==> src/rtl/lcd_nibble_writer.sv <==
// HD44780-style 4-bit bus writer: sends one byte (or a single init nibble) with
// setup/pulse/hold timing on LCD_E, then stays busy for the controller's execution time.
module lcd_nibble_writer #(
  parameter int CLK_FREQ     = 50000000,
  parameter int SETUP_US     = 1,
  parameter int PULSE_US     = 1,
  parameter int HOLD_US      = 1,
  parameter int CMD_WAIT_US  = 50,
  parameter int LONG_WAIT_US = 2000
) (
  input  logic       CLK,
  input  logic       RST,
  input  logic       start,
  input  logic [7:0] data,
  input  logic       rs,
  input  logic       nibble_only,
  output logic       busy,
  output logic       done,
  output logic [4:0] LCD_D,
  output logic       LCD_E
);

  localparam int CPU  = CLK_FREQ / 1000000;
  localparam int S    = SETUP_US * CPU;
  localparam int P    = PULSE_US * CPU;
  localparam int H    = HOLD_US * CPU;
  localparam int W    = CMD_WAIT_US * CPU;
  localparam int LW   = LONG_WAIT_US * CPU;
  localparam int M1   = (S > P) ? S : P;
  localparam int M2   = (M1 > H) ? M1 : H;
  localparam int M3   = (M2 > W) ? M2 : W;
  localparam int MAXC = (M3 > LW) ? M3 : LW;
  localparam int CW   = $clog2(MAXC + 1);

  // Counters are loaded with duration-1 so each state lasts exactly its count.
  localparam logic [CW-1:0] S_LD  = CW'(S - 1);
  localparam logic [CW-1:0] P_LD  = CW'(P - 1);
  localparam logic [CW-1:0] H_LD  = CW'(H - 1);
  localparam logic [CW-1:0] W_LD  = CW'(W - 1);
  localparam logic [CW-1:0] LW_LD = CW'(LW - 1);

  typedef enum logic [2:0] {
    ST_IDLE, ST_SETUP_HI, ST_PULSE_HI, ST_HOLD_HI,
    ST_SETUP_LO, ST_PULSE_LO, ST_HOLD_LO, ST_WAIT
  } state_t;

  state_t        state_q, state_d;
  logic [CW-1:0] cnt_q, cnt_d;
  logic [4:0]    lcd_d_q, lcd_d_d;
  logic          lcd_e_q, lcd_e_d;
  logic          busy_q, busy_d;
  logic          done_q, done_d;
  logic          accept;

  logic [3:0]    lo_q;
  logic          rs_q, nib_q, long_q;
  logic [CW-1:0] wait_ld;

  assign wait_ld = long_q ? LW_LD : W_LD;

  always_comb begin
    state_d = state_q;
    cnt_d   = cnt_q;
    lcd_d_d = lcd_d_q;
    lcd_e_d = lcd_e_q;
    busy_d  = busy_q;
    done_d  = 1'b0;
    accept  = 1'b0;
    if (state_q == ST_IDLE) begin
      if (start) begin
        accept  = 1'b1;
        state_d = ST_SETUP_HI;
        cnt_d   = S_LD;
        lcd_d_d = {rs, data[7:4]};
        lcd_e_d = 1'b0;
        busy_d  = 1'b1;
      end
    end else if (cnt_q != '0) begin
      cnt_d = cnt_q - 1'b1;
    end else begin
      unique case (state_q)
        ST_SETUP_HI: begin state_d = ST_PULSE_HI; cnt_d = P_LD; lcd_e_d = 1'b1; end
        ST_PULSE_HI: begin state_d = ST_HOLD_HI;  cnt_d = H_LD; lcd_e_d = 1'b0; end
        ST_HOLD_HI: begin
          if (nib_q) begin
            state_d = ST_WAIT;
            cnt_d   = wait_ld;
          end else begin
            state_d = ST_SETUP_LO;
            cnt_d   = S_LD;
            lcd_d_d = {rs_q, lo_q};
          end
        end
        ST_SETUP_LO: begin state_d = ST_PULSE_LO; cnt_d = P_LD; lcd_e_d = 1'b1; end
        ST_PULSE_LO: begin state_d = ST_HOLD_LO;  cnt_d = H_LD; lcd_e_d = 1'b0; end
        ST_HOLD_LO:  begin state_d = ST_WAIT;     cnt_d = wait_ld; end
        ST_WAIT: begin
          state_d = ST_IDLE;
          busy_d  = 1'b0;
          done_d  = 1'b1;
        end
        default: state_d = ST_IDLE;
      endcase
    end
  end

  always_ff @(posedge CLK or posedge RST) begin
    if (RST) begin
      state_q <= ST_IDLE;
      cnt_q   <= '0;
      lcd_d_q <= 5'd0;
      lcd_e_q <= 1'b0;
      busy_q  <= 1'b0;
      done_q  <= 1'b0;
    end else begin
      state_q <= state_d;
      cnt_q   <= cnt_d;
      lcd_d_q <= lcd_d_d;
      lcd_e_q <= lcd_e_d;
      busy_q  <= busy_d;
      done_q  <= done_d;
    end
  end

  // Transaction fields are only read after accept, so they need no reset.
  always_ff @(posedge CLK) begin
    if (accept) begin
      lo_q   <= data[3:0];
      rs_q   <= rs;
      nib_q  <= nibble_only;
      long_q <= !rs && !nibble_only &&
                (data == 8'h01 || data == 8'h02 || data == 8'h03);
    end
  end

  assign busy  = busy_q;
  assign done  = done_q;
  assign LCD_D = lcd_d_q;
  assign LCD_E = lcd_e_q;

endmodule

==> config.mk <==
export PLATFORM = sky130hd
export DESIGN_NAME = lcd_nibble_writer
export DESIGN_NICKNAME = d
export VERILOG_FILES = /design/src/rtl/lcd_nibble_writer.sv
export SDC_FILE = /design/constraint.sdc
export NUM_CORES = 1
export LEC_CHECK = 0
export ABC_AREA = 1
export ABC_CLOCK_PERIOD_IN_PS = 4100
export BUFFER_PORTS_ARGS = -buffer_cell sky130_fd_sc_hd__buf_2
export CORE_MARGIN = 8
export CORE_UTILIZATION = 58
export DETAILED_ROUTE_END_ITERATION = 10
export PLACE_DENSITY = 0.78
export SLEW_MARGIN = 20
export SYNTH_ARGS = -nofsm -noshare
export SYNTH_HDL_FRONTEND = slang
export SYNTH_SLANG_ARGS = --single-unit
==> constraint.sdc <==
create_clock -name CLK -period 4.1 [get_ports CLK]
set_clock_uncertainty 0.05 [all_clocks]
set_input_delay 0.82 -clock CLK [delete_from_list [all_inputs] [get_ports CLK]]
set_output_delay 0.82 -clock CLK [all_outputs]
set_load 0.01 [all_outputs]
==> results_dict.tcl <==
set metrics [dict create \
    rows 22 \
    post_cts_buffers 0 \
    fin_util 0.657 \
    drcViolationCount 0 \
    rrSetupSlack_ns 2.18 \
    tightestPinTransition_ns 0.602 \
    total_power_mw 0.615 \
    placed_cell_area_um2 2300 \
    synth_cells 274 \
    synth_edf_count 7 \
    instances_no_fill 345 \
    synth_flop_cell "dfrtp_1" \
    synth_nets 289 \
    start_util 0.602 \
    period_minus_slack_ns 1.92 \
    hold_viol_final 0 \
    ys_ff_latch 35 \
    synth_top_area_share 0.320 \
    async_reset_ff_frac 0.800 \
    period_share 0.469 \
    netlist_area_um2 2190 \
    drt_iter0_markers 97 \
    final_antenna_net_count 0 \
    io_buffers 20 \
    relSlewSlack 0.597 \
    hold_depth 2 \
    end_kind "flop" \
    cap_violations 0 \
    vias 1801 \
    die-area_um2 5990 \
    timing.rr.start "cnt_q[0]" \
    cts_hold_buf 0 \
    globalplace.congestion 0.899 \
    io_pins 21 \
    yosysTopAreaCell "dfrtp_1" \
    fin_area_um2 2390 \
    die_h_um 77.4 \
    cts_buffer_depth 2 \
    syn_avg_cell_area_um2 7.98 \
    grt_max_degree 29 \
    endpoint "cnt_q[11]" \
    antenna_found_initial 0 \
    antenna-diode-count 0 \
    synth_area_leaders "dfrtp_1 (32%), nand2_1 (14%), edfxtp_1 (9.6%)" \
    yosys_warnings 0 \
    crit_start "cnt_q[0]" \
    cp.required_ns 4.23 \
    worstRegToRegCells 11 \
    hp-class "flop to flop" \
    htreeDepth 2 \
    crit_type "flop to flop" \
    yosysSeqAreaShare 0.416 \
    start_kind "flop" \
    cts_resized 0 \
    grt_usage 0.154 \
    max_freq_mhz 520 \
    status "finished clean" \
    power.leakage_nw 1.17 \
    rsz0062_at_grt "false" \
    routed_via_density 5.22 \
    clk_latency_ns 0.30 \
    dp.cells 337 \
    cts.sinks 35 \
    peakVddDrop_uv 230 \
    setup_tns_ns 0 \
    drive_gt1_frac 0.162 \
    wl_per_cell_um 12.7 \
    core_area_um2 3630 \
    power.density_nw_per_um2 258 \
    crit_fanout 11 \
    grt_pass1_wl_um 7550 \
    synth_cell_types 35 \
    routed_wl_um 4380 \
    dpl.hpwl_um 3300 \
    slew_violations 0 \
    grt_overflow 0 \
    critPathArrivalTime_ns 2.06 \
    grt_pass1_vias 1692 \
    fp.dieW_um 77.4 \
    cts_buffers 5 \
    clkTransAtPathRegs_ns 0.08 \
    setup_viol 0 \
    cts_tree "built" \
    area_growth_pct 9.15 \
    r2r_end "cnt_q[11]" \
    final_nets 311 \
    clock-root-buffer "clkbuf_8" \
    first_pass_iters 4 \
]
[worst max-delay path, cell delays in order (launching register included)]
cell	delay, ns
dfrtp_1	0.42
inv_1	0.11
ha_1	0.18
inv_1	0.04
nor2_1	0.13
nand3_2	0.10
nor2_4	0.18
nand2_4	0.16
nand2_8	0.12
nand2_2	0.14
nand3_1	0.13
nand2_1	0.05
[cell type report]
class	instances	area, um^2
inverters	26	97.6
clock buffers	6	72.6
flip-flops and latches	35	911
clock inverters	2	12.5
repair buffers	20	100
fillers	318	1250
well taps	48	60.1
multi-input cells	208	1130
[sequential cells by signal, summed over array words and instances (netlist names)]
name,cells
long_q,1
done,1
lo_q,4
state_q,3
nib_q,1
busy,1
cnt_q,17
LCD_D,5
LCD_E,1
rs_q,1
[kinds of logic (layout without fill, tap and decap cells)]
| kind of cell | count (synthesis) | count (layout) | synth area share |
|---|---|---|---|
| and+or+nand+nor | 168 | 168 | 0.387 |
| DFF | 35 | 35 | 0.416 |
| xor gates and xnor gates | 8 | 8 | 0.0320 |
| muxes | 5 | 5 | 0.0229 |
| buffers and inverters | 31 | 54 | 0.0652 |
| AOI/OAI and AO/OA | 25 | 25 | 0.0652 |
| adders and majority gates | 2 | 2 | 0.0114 |
[per-stage QoR]
step                hold WS [ns]  worst slack (ns)
global route               0.481              2.02
global placement           0.422              2.22
CTS                        0.449              2.18
detailed placement         0.430              2.19
floorplan                  0.421              2.42
finish                     0.439              2.18
[layer usage]
layer | track usage | up-vias | share of wire
met3 | 0.0276 | 7 | 0.039
met5 | 0 | - | 0
li1 | - | 940 | -
met2 | 0.251 | 35 | 0.48
met1 | 0.193 | 819 | 0.47
met4 | 0.0736 | 0 | 0.018
[how the worst min path moves through the flow]
stage | startpoint | end | slack [ns]
finish | LCD_E | LCD_E | 0.44
global route | LCD_D[0] | LCD_D[0] | 0.48
CTS | LCD_E | LCD_E | 0.45
detailed placement | LCD_E | LCD_E | 0.43
global placement | LCD_E | LCD_E | 0.42
floorplan | cnt_q[1] | cnt_q[1] | 0.42
[placed cells by master (no fill, tap or decap)]
master       n
nand2_8      1
nor2_1      28
and2_1       1
nor4_1       2
o31ai_1      1
nor3b_1      1
nand3_2      1
dfrtp_1     28
nand2_2      2
nor2_2       1
clkinv_2     1
nor2_8       1
o211a_1      1
o211ai_1     1
xnor2_1      2
inv_2        2
nand4_1      2
clkbuf_1     1
clkbuf_8     5
edfxtp_1     7
inv_1       23
ha_1         2
xor2_1       6
a21oi_1      2
o21ai_0     12
o311ai_0     1
nand2_4      4
nand3b_1     4
nand3_1     28
clkinvlp_4   1
o21ai_1      6
nand3_4      2
buf_2       20
o21ai_2      1
nor2_4       6
nand2_1     84
mux2i_1      5
clkinv_1     1
[Yosys cell counts (2+ instances only)]
cell type / number
o21ai_1: 6
buf_6: 2
xor2_1: 6
nand3b_1: 4
edfxtp_1: 7
inv_1: 24
nand2_1: 84
ha_1: 2
nand2_4: 4
mux2i_1: 5
nand3_1: 28
nor2_1: 28
dfrtp_1: 28
nor4_1: 2
a21oi_1: 2
nand2_2: 2
o21ai_0: 12
xnor2_1: 2
nand4_1: 2
nor2_4: 6
nand3_4: 2
buf_4: 3
[report_power, final]
group	internal, mW	total [mW]	switching [mW]
combinational	0.00452	0.0127	0.00816
clock	0.119	0.248	0.129
sequential	0.354	0.354	0
total	0.478	0.615	0.137
Note: power is estimated with default switching activity, not from simulation.
